## config.mk

```make
export PLATFORM = sky130hd
export DESIGN_NAME = bhr_checkpoint_unit
export DESIGN_NICKNAME = d
export VERILOG_FILES = /design/src/rtl/bp_pkg.sv /design/src/rtl/bhr_ckpt_fifo.sv /design/src/rtl/bhr_checkpoint_unit.sv
export SDC_FILE = /design/constraint.sdc
export NUM_CORES = 1
export LEC_CHECK = 0
export BUFFER_PORTS_ARGS = -buffer_cell sky130_fd_sc_hd__buf_2
export CAP_MARGIN = 20
export CORE_MARGIN = 4
export CORE_UTILIZATION = 25
export CTS_CLUSTER_DIAMETER = 100
export DETAILED_ROUTE_END_ITERATION = 8
export PLACE_DENSITY = 0.48
export SETUP_SLACK_MARGIN = 0.1
export SLEW_MARGIN = 20
export SYNTH_ARGS = -nofsm -noshare
export SYNTH_HDL_FRONTEND = slang
export SYNTH_HIERARCHICAL = 1
export SYNTH_SLANG_ARGS = --single-unit
```

## constraint.sdc

```tcl
create_clock -name clk -period 4.3 [get_ports clk]
set_clock_uncertainty 0.15 [all_clocks]
set_input_delay 0.215 -clock clk [delete_from_list [all_inputs] [get_ports clk]]
set_output_delay 0.215 -clock clk [all_outputs]
set_load 0.005 [all_outputs]
```

## src/rtl/bp_pkg.sv

```systemverilog
// Shared branch-predictor types: checkpoint record and the history shift helper.
// Default history/index widths live here so producer and FIFO agree on the layout.
package bp_pkg;

    localparam int BP_M = 4;
    localparam int BP_K = 4;

    typedef struct packed {
        logic [BP_K-1:0] index;
        logic [BP_M-1:0] bhr;
        logic            taken;
    } bp_ckpt_t;

    function automatic logic [BP_M-1:0] bhr_shift(input logic [BP_M-1:0] hist,
                                                  input logic            dir);
        return {hist[BP_M-2:0], dir};
    endfunction

endpackage

```

## src/rtl/bhr_ckpt_fifo.sv

```systemverilog
// In-order checkpoint FIFO for in-flight branches with push, pop and whole-queue flush.
// Occupancy is kept in an explicit counter so full and empty never rely on pointer equality.
module bhr_ckpt_fifo
    import bp_pkg::*;
#(
    parameter  int DEPTH = 8,
    localparam int CW    = $clog2(DEPTH) + 1,
    localparam int PW    = $clog2(DEPTH)
) (
    input  logic          clk,
    input  logic          reset,
    input  logic          push,
    input  bp_ckpt_t      push_data,
    input  logic          pop,
    input  logic          flush,
    output logic [CW-1:0] count,
    output bp_ckpt_t      head
);

    bp_ckpt_t        mem [DEPTH];
    logic   [PW-1:0] wr_ptr;
    logic   [PW-1:0] rd_ptr;

    // Pointers wrap naturally because DEPTH is a power of two.
    always_ff @(posedge clk or posedge reset) begin
        if (reset) begin
            wr_ptr <= '0;
            rd_ptr <= '0;
            count  <= '0;
        end else if (flush) begin
            wr_ptr <= '0;
            rd_ptr <= '0;
            count  <= '0;
        end else begin
            if (push) wr_ptr <= wr_ptr + PW'(1);
            if (pop)  rd_ptr <= rd_ptr + PW'(1);
            case ({push, pop})
                2'b10:   count <= count + CW'(1);
                2'b01:   count <= count - CW'(1);
                default: count <= count;
            endcase
        end
    end

    always_ff @(posedge clk) begin
        if (push && !flush) mem[wr_ptr] <= push_data;
    end

    assign head = mem[rd_ptr];

endmodule

```

## src/rtl/bhr_checkpoint_unit.sv

```systemverilog
// Speculative global history manager: checkpoints each prediction, trains at resolve, repairs on mispredict.
// Optional feature macro BHR_STATS_EN adds saturating resolve/mispredict counters.
module bhr_checkpoint_unit
    import bp_pkg::*;
#(
    parameter  int M     = BP_M,
    parameter  int K     = BP_K,
    parameter  int DEPTH = 8,
    localparam int CW    = $clog2(DEPTH) + 1
) (
    input  logic          clk,
    input  logic          reset,
    input  logic          pred_valid,
    output logic          pred_ready,
    input  logic [K-1:0]  pred_index,
    input  logic          pred_taken,
    output logic [M-1:0]  spec_bhr,
    input  logic          resolve_valid,
    input  logic          resolve_taken,
    output logic          upd_valid,
    output logic [K-1:0]  upd_index,
    output logic [M-1:0]  upd_bhr,
    output logic          upd_taken,
    output logic          mispredict,
    output logic [CW-1:0] count
`ifdef BHR_STATS_EN
    ,
    output logic [15:0]   stat_resolved,
    output logic [15:0]   stat_mispred
`endif
);

    localparam logic [CW-1:0] FULL = CW'(DEPTH);

    logic [M-1:0] arch_bhr;
    logic         accept;
    logic         resolve;
    logic         mis;
    bp_ckpt_t     head;
    bp_ckpt_t     push_data;

    assign pred_ready = (count != FULL);
    assign accept     = pred_valid & pred_ready;
    assign resolve    = resolve_valid & (count != '0);
    assign mis        = resolve & (head.taken != resolve_taken);

    always_comb begin
        push_data       = '0;
        push_data.index = pred_index;
        push_data.bhr   = spec_bhr;
        push_data.taken = pred_taken;
    end

    // A mispredicting resolve flushes the queue, so a same-cycle accept is wrong-path and dropped.
    bhr_ckpt_fifo #(.DEPTH(DEPTH)) u_fifo (
        .clk       (clk),
        .reset     (reset),
        .push      (accept & ~mis),
        .push_data (push_data),
        .pop       (resolve & ~mis),
        .flush     (mis),
        .count     (count),
        .head      (head)
    );

    always_ff @(posedge clk or posedge reset) begin
        if (reset) begin
            spec_bhr <= '0;
            arch_bhr <= '0;
        end else begin
            if (resolve) arch_bhr <= bhr_shift(arch_bhr, resolve_taken);
            if (mis)
                spec_bhr <= bhr_shift(arch_bhr, resolve_taken);
            else if (accept)
                spec_bhr <= bhr_shift(spec_bhr, pred_taken);
        end
    end

    always_ff @(posedge clk or posedge reset) begin
        if (reset) begin
            upd_valid  <= 1'b0;
            upd_index  <= '0;
            upd_bhr    <= '0;
            upd_taken  <= 1'b0;
            mispredict <= 1'b0;
        end else begin
            upd_valid  <= resolve;
            upd_index  <= resolve ? head.index : '0;
            upd_bhr    <= resolve ? head.bhr : '0;
            upd_taken  <= resolve ? resolve_taken : 1'b0;
            mispredict <= mis;
        end
    end

`ifdef BHR_STATS_EN
    always_ff @(posedge clk or posedge reset) begin
        if (reset) begin
            stat_resolved <= '0;
            stat_mispred  <= '0;
        end else begin
            if (resolve && stat_resolved != 16'hFFFF) stat_resolved <= stat_resolved + 16'd1;
            if (mis && stat_mispred != 16'hFFFF)      stat_mispred  <= stat_mispred + 16'd1;
        end
    end
`endif

endmodule

```

==> results.txt, run 1 <==
Share of power burned in registers: 0.452
Vias in the first global route: 2215
Mean Syn Cell Area: 17.4 um2
Post-layout min period: 3690 ps
# diodes: 0
Critical path arrival: 3820 ps
Post-Place Cell Area: 4630 um2
PortBufs: 29
Post-DRT Antenna Nets: 0
Synth async-reset ratio: 0.280
Final Max Slew Viols: 0
TritonCTS clock tree: yes
Max VDD drop: 0.206 mV
HPWL after DPL: 5470 um
Register area share after synthesis: 0.694
# Post-CTS Setup Buffers: 0
DR vias/cell: 4.19
RSZ-0062 raised after global routing: false
Max_cap viols: 0
Internal power: 2160 uW
First-pass GRT wire length: 12800 um
Synthesized flop and latch total: 100
Clock power frac: 0.249
Startpoint Class: flop
Vias: 2144
DIE HEIGHT: 136 um
Leakage: 0.00188 uW
CP peak stage delay: 520 ps
Core area: 16000 um2
GRT Total Usage: 0.0942
Starting Density: 0.258
DRC viols: 0
Logic pwr share: 0.299
Initial antenna violation count: 0
Worst slew margin relative to its limit: 0.466
CTS Buffer Depth: 2
RR Endpoint: u_fifo/count[3]
Starting DRC count in detailed routing: 182
CTS H-tree lvls: 3
Total global routing overflow: 0
Fin. Hold Viols: 0
Period utilization: 0.859
Synthesized area: 4120 um2
Drt wl/cell: 15.8 um
Reg2reg start: u_fifo/rd_ptr[0]
Total CTS buffers: 9
Clock transition at the registers of the reported paths: 70 ps
Critical path type: reg -> reg
CP max stage cell: mux4_2
NetSw: 974 uW
Syn Nets: 251
Worst Hold Class: in -> reg
P&R area growth vs syn: 20.5%
FF-to-FF path depth: 11
Post-CTS sizing: 0
Setup TNS: 0 ps
Status: finished clean
Final wirelength: 8090 um
Clock Latency Late Sink: 340 ps
Most common flop cell mapped by yosys: edfxtp_1
Clock Sinks: 100
Ys Warns: 6
Min-delay src: resolve_taken
Row count: 46
Cell family with most CP delay: multiplexers
Final setup fails: 0
Critical path endpoint category: flop
Slew at the pin closest to its max-slew limit: 801 ps
Die width: 136 um
Clock root cell: clkbuf_16
Most frequent cells in the layout: edfxtp_1 (72), buf_2 (29), dfrtp_1 (28)
Cells along the critical path: buf_4 -> mux4_2 -> mux2_4 -> xnor2_1 -> and2_1 -> inv_1 -> nor2_1 -> ha_1 -> a31o_2 -> a2111oi_0 -> nand4b_1
Cells after synthesis: 237
Netlist cell types: 39
Fmax: 271 MHz
Worst path required time: 4430 ps
Share of cells above drive strength 1: 0.297
Layout Nets: 305
Cell area after layout: 4970 um2
Commonest non-fill, non-tap cell in the layout: edfxtp_1
Hold Path Stages: 3
EDFF count, synth: 72
Ports: 30
CP Buf/Inv Count: 2
First-pass detailed-route iteration total: 4
Worst Hold Path EP: upd_taken
Worst R2R Setup Slack: 610 ps
Pin count of the biggest net entering global routing: 20
Die ar.: 18600 um2
Sw Share: 0.310
Pwr dens: 631 nW/um2
Crit path max fanout: 9
RePlAce Congestion: 0.743
Yosys cell counts (all sizes together), types with 2 or more instances:
cell    instances  area, um2
dfrtp          28        701
and2           10       62.6
inv             8       30.0
nor4            2       12.5
ha              4       50.1
buf             7       56.3
mux2i           6       60.1
clkbuf          3       11.3
mux4           18        439
nand2b          2       12.5
nand2          13       48.8
o21ai           6       30.0
xnor2           3       26.3
xor2            6       52.6
nor2           21       78.8
mux2            9        135
nor3            2       10.0
edfxtp         72       2160
through the flow:
| stage | total power, uW | hold slack, ps | worst slack, ps | instances | utilization |
|---|---|---|---|---|---|
| 2_1_floorplan | 2080 | -94.8 | 613 | 237 | - |
| 3_3_place_gp | 2380 | 102 | 746 | 491 | 0.289 |
| 3_5_place_dp | 2400 | 108 | 614 | 491 | 0.289 |
| 4_1_cts | 3200 | 5.29 | 573 | 512 | 0.311 |
| 5_1_grt | 3350 | 51.8 | 230 | 512 | 0.311 |
| 6_report | 3140 | 14.9 | 607 | 512 | 0.311 |
logic make-up (layout without fill, tap and decap cells):
kind of cell	Yosys count	in the layout	share of synthesized area
multiplexers	33	33	0.154
adder cells (fa/ha/maj)	4	4	0.0121
buffers and inverters	18	77	0.0237
AO/OA/AOI/OAI	16	16	0.0288
AND/OR/NAND/NOR	57	57	0.0683
flip-flops	100	100	0.694
XOR/XNOR	9	9	0.0191
timing repair:
action	CTS	global route
hold buffers	5	0
endpoints found under the hold margin	54	0
setup endpoints to repair	0	0
tightest hold or removal path: cells and delay by family:
family / cells / cell delay [ps]
simple gates: 1 / 90
buf+inv: 2 / 170
sequential cells by signal, indices dropped and copies added, names as in the netlist:
register       flops
spec_bhr           4
u_fifo/count       4
u_fifo/rd_ptr      3
arch_bhr           3
u_fifo/wr_ptr      3
upd_valid          1
u_fifo/mem        72
upd_bhr            4
mispredict         1
upd_taken          1
upd_index          4
final cells by class:
class | instances | area, um2
fillers | 1608 | 11000
repair buffers | 53 | 338
inverters | 8 | 30.0
flip-flops and latches | 100 | 2860
well taps | 216 | 270
multi-input cells | 119 | 1180
clock inverters | 7 | 67.6
clock buffers | 9 | 225
how the worst max path moves through the flow:
stage | slack, ps | from | end | cells after the start
4_1_cts | 570 | u_fifo/rd_ptr[0] | u_fifo/count[3] | 11
2_1_floorplan | 610 | u_fifo/rd_ptr[0] | u_fifo/mem[4][0] | 9
5_1_grt | 230 | u_fifo/rd_ptr[0] | u_fifo/count[3] | 11
6_report | 610 | u_fifo/rd_ptr[0] | u_fifo/count[3] | 11
3_3_place_gp | 750 | u_fifo/rd_ptr[0] | u_fifo/count[3] | 11
3_5_place_dp | 610 | u_fifo/rd_ptr[0] | u_fifo/count[3] | 11
per-layer routing:
layer	share of wire	GRT usage	vias up	wire, um
li1	-	-	1012	-
met1	0.44	0.119	1085	3560
met2	0.51	0.156	37	4130
met3	0.029	0.0170	10	231
met4	0.020	0.0454	0	162
met5	0	0	-	0
power groups by stage:
| stage | clock, uW | combinational, uW | sequential (uW) |
|---|---|---|---|
| after detailed placement | 0 | 958 | 1440 |
| after CTS | 814 | 964 | 1420 |
| after global placement | 0 | 943 | 1440 |
| final | 780 | 939 | 1420 |
| after global routing | 847 | 1050 | 1450 |
| after floorplan | 0 | 678 | 1400 |
Note: power is estimated with default switching activity, not from simulation.
==> run 2, diff against run 1 <==
--- a/config.mk
+++ b/config.mk
@@ -16,5 +16,4 @@
 export SLEW_MARGIN = 20
 export SYNTH_ARGS = -nofsm -noshare
 export SYNTH_HDL_FRONTEND = slang
-export SYNTH_HIERARCHICAL = 1
 export SYNTH_SLANG_ARGS = --single-unit
==> results.txt, run 2 <==
Max FFs per register: 72 (unchanged)
Clock Sinks: 100 (unchanged)
DRC viols: 0 (unchanged)
Core area: 16000 um2 (unchanged)
Die width: 136 um (-0.21%)
HPWL after DPL: 5540 um (+1.3%)
Pin count of the biggest net entering global routing: 29 (+45%)
Post-CTS sizing: 0 (unchanged)
Filler instances: 1628 (+1.2%)
Synthesized area: 4110 um2 (-0.46%)
Pwr dens: 652 nW/um2 (+3.3%)
EDFF count, synth: 72 (unchanged)
Commonest non-fill, non-tap cell in the layout: edfxtp_1
# diodes: 0 (unchanged)
Row count: 46 (unchanged)
Crit path max fanout: 19 (+10)
Worst Hold Path EP: u_fifo.mem[0][6]
Final setup fails: 0 (unchanged)
RePlAce Congestion: 0.684 (-7.9%)
DR vias/cell: 4.25 (+1.6%)
Total global routing overflow: 0 (unchanged)
Post-DRT Antenna Nets: 0 (unchanged)
First-pass GRT wire length: 13800 um (+7.9%)
Synthesized flop and latch total: 100 (unchanged)
Worst R2R Setup Slack: 810 ps (+200 ps)
Critical path type: reg -> reg
Worst slew margin relative to its limit: 0.495 (+0.0294)
CP max stage cell: or4b_1
Most common flop cell mapped by yosys: edfxtp_1
CTS H-tree lvls: 3 (unchanged)
CP peak stage delay: 690 ps (+170 ps)
Syn Nets: 256 (+2.0%)
Cells after synthesis: 241 (+1.7%)
Reg2reg start: u_fifo.count[1]
FF-to-FF path depth: 10 (-1)
TritonCTS clock tree: yes
Vias in the first global route: 2285 (+3.2%)
Min-delay src: pred_index[1]
Period utilization: 0.813 (-0.0463)
P&R area growth vs syn: 19.2%
Fmax: 286 MHz (+5.7%)
Die ar.: 18500 um2 (-0.42%)
Worst path required time: 4400 ps (-30 ps)
Final WS setup: 806 ps (+199 ps)
DIE HEIGHT: 136 um (-0.21%)
Vias: 2152 (+0.37%)
Mean Syn Cell Area: 17.0 um2 (-2.1%)
Netlist cell types: 37 (-5.1%)
Drt wl/cell: 17.0 um (+7.3%)
Final wirelength: 8580 um (+6.1%)
Final core utilization: 0.306 (-0.00485)
Most common cell in the netlist: edfxtp_1
First-pass detailed-route iteration total: 4 (unchanged)
Critical path endpoint category: flop
Max_cap viols: 0 (unchanged)
GRT Total Usage: 0.0998 (+0.00557)
Leakage: 0.00176 uW (-6.5%)
Initial antenna violation count: 0 (unchanged)
Synth cell count leaders: edfxtp_1 (72), dfrtp_1 (28), nand2_1 (19), nor2_1 (19), mux4_2 (16)
Clock transition at the registers of the reported paths: 70 ps (about the same)
CTS Buffer Depth: 2 (unchanged)
Synth async-reset ratio: 0.280 (unchanged)
Top post-synthesis cells by area: edfxtp_1 (53%), dfrtp_1 (17%), mux4_2 (8.8%)
Setup TNS: 0 ps (unchanged)
Starting Density: 0.257 (-0.00117)
Fin. Hold Viols: 0 (unchanged)
Clock Latency Late Sink: 340 ps (about the same)
Sequential Area: 2860 um2 (unchanged)
Startpoint Class: flop
PortBufs: 29 (unchanged)
Register area share after synthesis: 0.697 (+0.00317)
Slew at the pin closest to its max-slew limit: 742 ps (-59.0 ps)
Clock root cell: clkbuf_16
Ports: 30 (unchanged)
Post-synth top area cell: edfxtp_1
Placement Setup Slack: 816 ps (+201 ps)
RSZ-0062 raised after global routing: false
Largest register by flop count: u_fifo.mem
Critical path arrival: 3600 ps (-220 ps)
Status: finished clean
Max VDD drop: 0.185 mV (-9.9%)
Ys Warns: 0 (-6)
Share of the synthesized area in the top cell type: 0.527 (+0.00240)
Multi-input logic area: 1210 um2 (+3.1%)
Total CTS buffers: 9 (unchanged)
Share of cells above drive strength 1: 0.314 (+0.0165)
Cells along the critical path: or4b_1 -> nand2_2 -> nand2_1 -> nor2_1 -> ha_1 -> a21o_1 -> a221oi_4 -> nand3_1 -> mux2_2 -> a32oi_1
Hold Path Stages: 1 (-2)
Final Max Slew Viols: 0 (unchanged)
Most frequent cells in the layout: edfxtp_1 (72), buf_2 (29), dfrtp_1 (28)
Starting DRC count in detailed routing: 152 (-16%)
Post-layout min period: 3490 ps (-199 ps)
RR Endpoint: u_fifo.count[3]
Worst Hold Class: in -> reg
Hold Slack: 10.3 ps (-4.58 ps)
Layout Nets: 300 (-1.6%)
-- run 2: routing by layer --
layer	GRT usage	vias up	wire (um)
li1	-	1007	-
met1	0.135	1117	4010
met2	0.160	18	4260
met3	0.0192	10	174
met4	0.0370	0	132
met5	0	-	0
-- run 2: area by class of cell --
class / instances / area share
well taps: 216 / 0.0552
clock buffers: 11 / 0.0476
inverters: 4 / 0.00307
repair buffers: 44 / 0.0537
flip-flops and latches: 100 / 0.585
multi-input cells: 126 / 0.248
clock inverters: 5 / 0.00742
-- run 2: kinds of logic (layout without fill, tap and decap cells) --
kind of cell	after synthesis	count (layout)	synth area share
flip-flops	100	100	0.697
AND/OR/NAND/NOR	62	62	0.0732
multiplexers	39	39	0.149
buffers and inverters	15	64	0.0180
AO/OA/AOI/OAI	13	13	0.0302
XOR/XNOR	7	7	0.0149
adder cells (fa/ha/maj)	5	5	0.0171
-- run 2: power breakdown --
group          total, uW  switching [uW]  internal (uW)
combinational        945             481            464
sequential          1500             217           1290
clock                742             346            396
-- run 2: per-stage QoR --
| step | instance area [um2] | std cells | total power, uW |
|---|---|---|---|
| finish | 4890 | 506 | 3190 |
| global route | 4890 | 506 | 3400 |
| detailed placement | 4600 | 488 | 2500 |
| CTS | 4890 | 506 | 3240 |
| floorplan | 4110 | 241 | 2130 |
| global placement | 4600 | 488 | 2490 |
-- run 2: worst max-delay path: cells and delay by family (launching register included) --
family / cells / cell delay (ps)
flip-flops: 1 / 470
AO/OA/AOI/OAI: 3 / 630
multiplexers: 1 / 280
AND/OR/NAND/NOR: 5 / 1590
adder cells (fa/ha/maj): 1 / 280
-- run 2: worst max path at each step --
stage                               start              end  slack [ps]  cells past startpoint
after global routing      u_fifo.count[1]  u_fifo.count[3]         540                     10
after CTS                 u_fifo.count[1]  u_fifo.count[3]         780                     10
after global placement    u_fifo.count[1]  u_fifo.count[3]         820                     10
after detailed placement  u_fifo.count[1]  u_fifo.count[3]         820                     10
after floorplan           u_fifo.count[1]  u_fifo.count[3]        1040                     12
final                     u_fifo.count[1]  u_fifo.count[3]         810                     10
-- run 2: timing repair --
item / CTS / global route
buffers inserted: 0 / 0
hold buffers: 2 / 0
hold endpoints to repair: 36 / 0
==> run 3, diff against run 2 <==
--- a/config.mk
+++ b/config.mk
@@ -11,7 +11,7 @@
 export CORE_UTILIZATION = 25
 export CTS_CLUSTER_DIAMETER = 100
 export DETAILED_ROUTE_END_ITERATION = 8
-export PLACE_DENSITY = 0.48
+export PLACE_DENSITY = 0.49
 export SETUP_SLACK_MARGIN = 0.1
 export SLEW_MARGIN = 20
 export SYNTH_ARGS = -nofsm -noshare
==> constraint.sdc (replaced) <==
create_clock -name clk -period 3.2 [get_ports clk]
set_clock_uncertainty 0.15 [all_clocks]
set_input_delay 0.16 -clock clk [delete_from_list [all_inputs] [get_ports clk]]
set_output_delay 0.16 -clock clk [all_outputs]
set_load 0.005 [all_outputs]
==> results.txt, run 3 (synthesis results as in run 2) <==
Core area: 16000 um2 (unchanged)
Starting Density: 0.257 (unchanged)
Total CTS buffers: 9 (unchanged)
Post-DRT Antenna Nets: 0 (unchanged)
Pin count of the biggest net entering global routing: 29 (unchanged)
DR vias/cell: 4.28 (+0.65%)
Initial antenna violation count: 0 (unchanged)
Period utilization: 0.899 (+0.0862)
GRT Total Usage: 0.101 (+0.00112)
Hold Path Stages: 3 (+2)
RSZ-0062 raised after global routing: false
Clock root cell: clkbuf_16
Final Max Slew Viols: 0 (unchanged)
Critical path depth: 10 (unchanged)
Drt wl/cell: 17.0 um (about the same)
Most frequent cells in the layout: edfxtp_1 (72), buf_2 (29), dfrtp_1 (27)
Setup TNS: 0 ps (unchanged)
CTS Buffer Depth: 2 (unchanged)
Cell family with most CP delay: simple AND/OR/NAND/NOR gates
First-pass GRT wire length: 13800 um (-0.10%)
Status: finished clean
Vias: 2213 (+2.8%)
Post-layout min period: 2880 ps (-618 ps)
Max VDD drop: 0.344 mV (+86%)
RePlAce Congestion: 0.710 (+3.8%)
# Post-CTS Setup Buffers: 0 (unchanged)
Slew at the pin closest to its max-slew limit: 699 ps (-42.4 ps)
Clock Sinks: 100 (unchanged)
DIE HEIGHT: 136 um (unchanged)
CP Buf/Inv Count: 0 (unchanged)
Fmax: 348 MHz (+21%)
First-pass detailed-route iteration total: 4 (unchanged)
Final core utilization: 0.312 (+0.00649)
Cells along the critical path: or4b_1 -> nand2_4 -> nand2_1 -> nor2_2 -> ha_1 -> a21o_1 -> a221oi_4 -> nand3_1 -> mux2_2 -> a32oi_1
Worst path required time: 3300 ps (-1100 ps)
Critical path arrival: 2980 ps (-620 ps)
FF-to-FF path depth: 10 (unchanged)
Share of cells above drive strength 1: 0.336 (+0.0218)
CTS H-tree lvls: 3 (unchanged)
Row count: 46 (unchanged)
Max FFs per register: 72 (unchanged)
Worst Hold Class: in -> reg
Crit path max fanout: 6 (-13)
Fin. Hold Viols: 0 (unchanged)
Commonest non-fill, non-tap cell in the layout: edfxtp_1
Starting DRC count in detailed routing: 224 (+47%)
Max_cap viols: 0 (unchanged)
Clock transition at the registers of the reported paths: 70 ps (about the same)
P&R area growth vs syn: 21.7%
Total global routing overflow: 0 (unchanged)
Filler instances: 1611 (-1.0%)
Clock Latency Late Sink: 340 ps (about the same)
Pwr dens: 876 nW/um2 (+34%)
PortBufs: 29 (unchanged)
Critical path endpoint category: flop
CP peak stage delay: 600 ps (-90 ps)
Critical path type: reg -> reg
Layout Nets: 311 (+3.7%)
DRC viols: 0 (unchanged)
Die ar.: 18500 um2 (unchanged)
Ports: 30 (unchanged)
Largest register by flop count: u_fifo.mem
Startpoint Class: flop
TritonCTS clock tree: yes
Die width: 136 um (unchanged)
HPWL after DPL: 5420 um (-2.3%)
CP max stage cell: or4b_1
Leakage: 0.00181 uW (+3.1%)
Final wirelength: 8760 um (+2.1%)
Final setup fails: 0 (unchanged)
Vias in the first global route: 2329 (+1.9%)
# diodes: 0 (unchanged)
Worst slew margin relative to its limit: 0.524 (+0.0288)
==> run 3: repair_timing <==
item | 4_1_cts | 5_1_grt
resized for setup | 0 | 1
setup endpoints to repair | 0 | 1
hold buffers | 7 | 0
endpoints found under the hold margin | 69 | 0
==> run 3: per-stage QoR <==
stage / instances / cell area [um2] / total power [uW] / setup WS (ps) / hold WS, ps
floorplan: 241 / 4120 / 2880 / 105 / 75.4
global placement: 494 / 4660 / 3390 / 396 / 125
detailed placement: 494 / 4660 / 3420 / 332 / 135
CTS: 517 / 4990 / 4450 / 309 / 72.1
global route: 517 / 5000 / 4650 / 133 / 104
finish: 517 / 5000 / 4380 / 324 / 85.4
==> run 3: final timing paths <==
path	from	endpoint	slack [ps]
min in group asynchronous	reset	u_fifo.count[2]	310
min reg2reg	arch_bhr[2]	arch_bhr[2]	330
min	resolve_taken	upd_taken	90
max reg2reg	u_fifo.count[1]	u_fifo.count[3]	320
max in group asynchronous	reset	u_fifo.rd_ptr[0]	2270
max	u_fifo.count[1]	u_fifo.count[3]	320
==> run 3: metal layers <==
metal | share of wire | track usage
met5 | 0 | 0
met4 | 0.014 | 0.0330
met3 | 0.030 | 0.0241
met2 | 0.50 | 0.163
met1 | 0.46 | 0.134
==> run 3: layout make-up <==
class	instances	area (um2)	share of cell area
clock inverter	5	36.3	0.00726
clock buffer	11	233	0.0466
sequential	100	2860	0.573
timing repair buffer	55	358	0.0716
inverter	4	15.0	0.00301
multi-input combinational	126	1220	0.244
tap	216	270	0.0541
==> run 3: where the power goes <==
part           switching, uW  internal, uW  leakage (uW)
logic                    714           678      0.000668
clock network            476           534      0.000135
registers                245          1730       0.00101
==> run 3: worst min-delay path, stage by stage <==
cell and delay, ps:
buf_2 140, nand2_1 160, inv_1 80
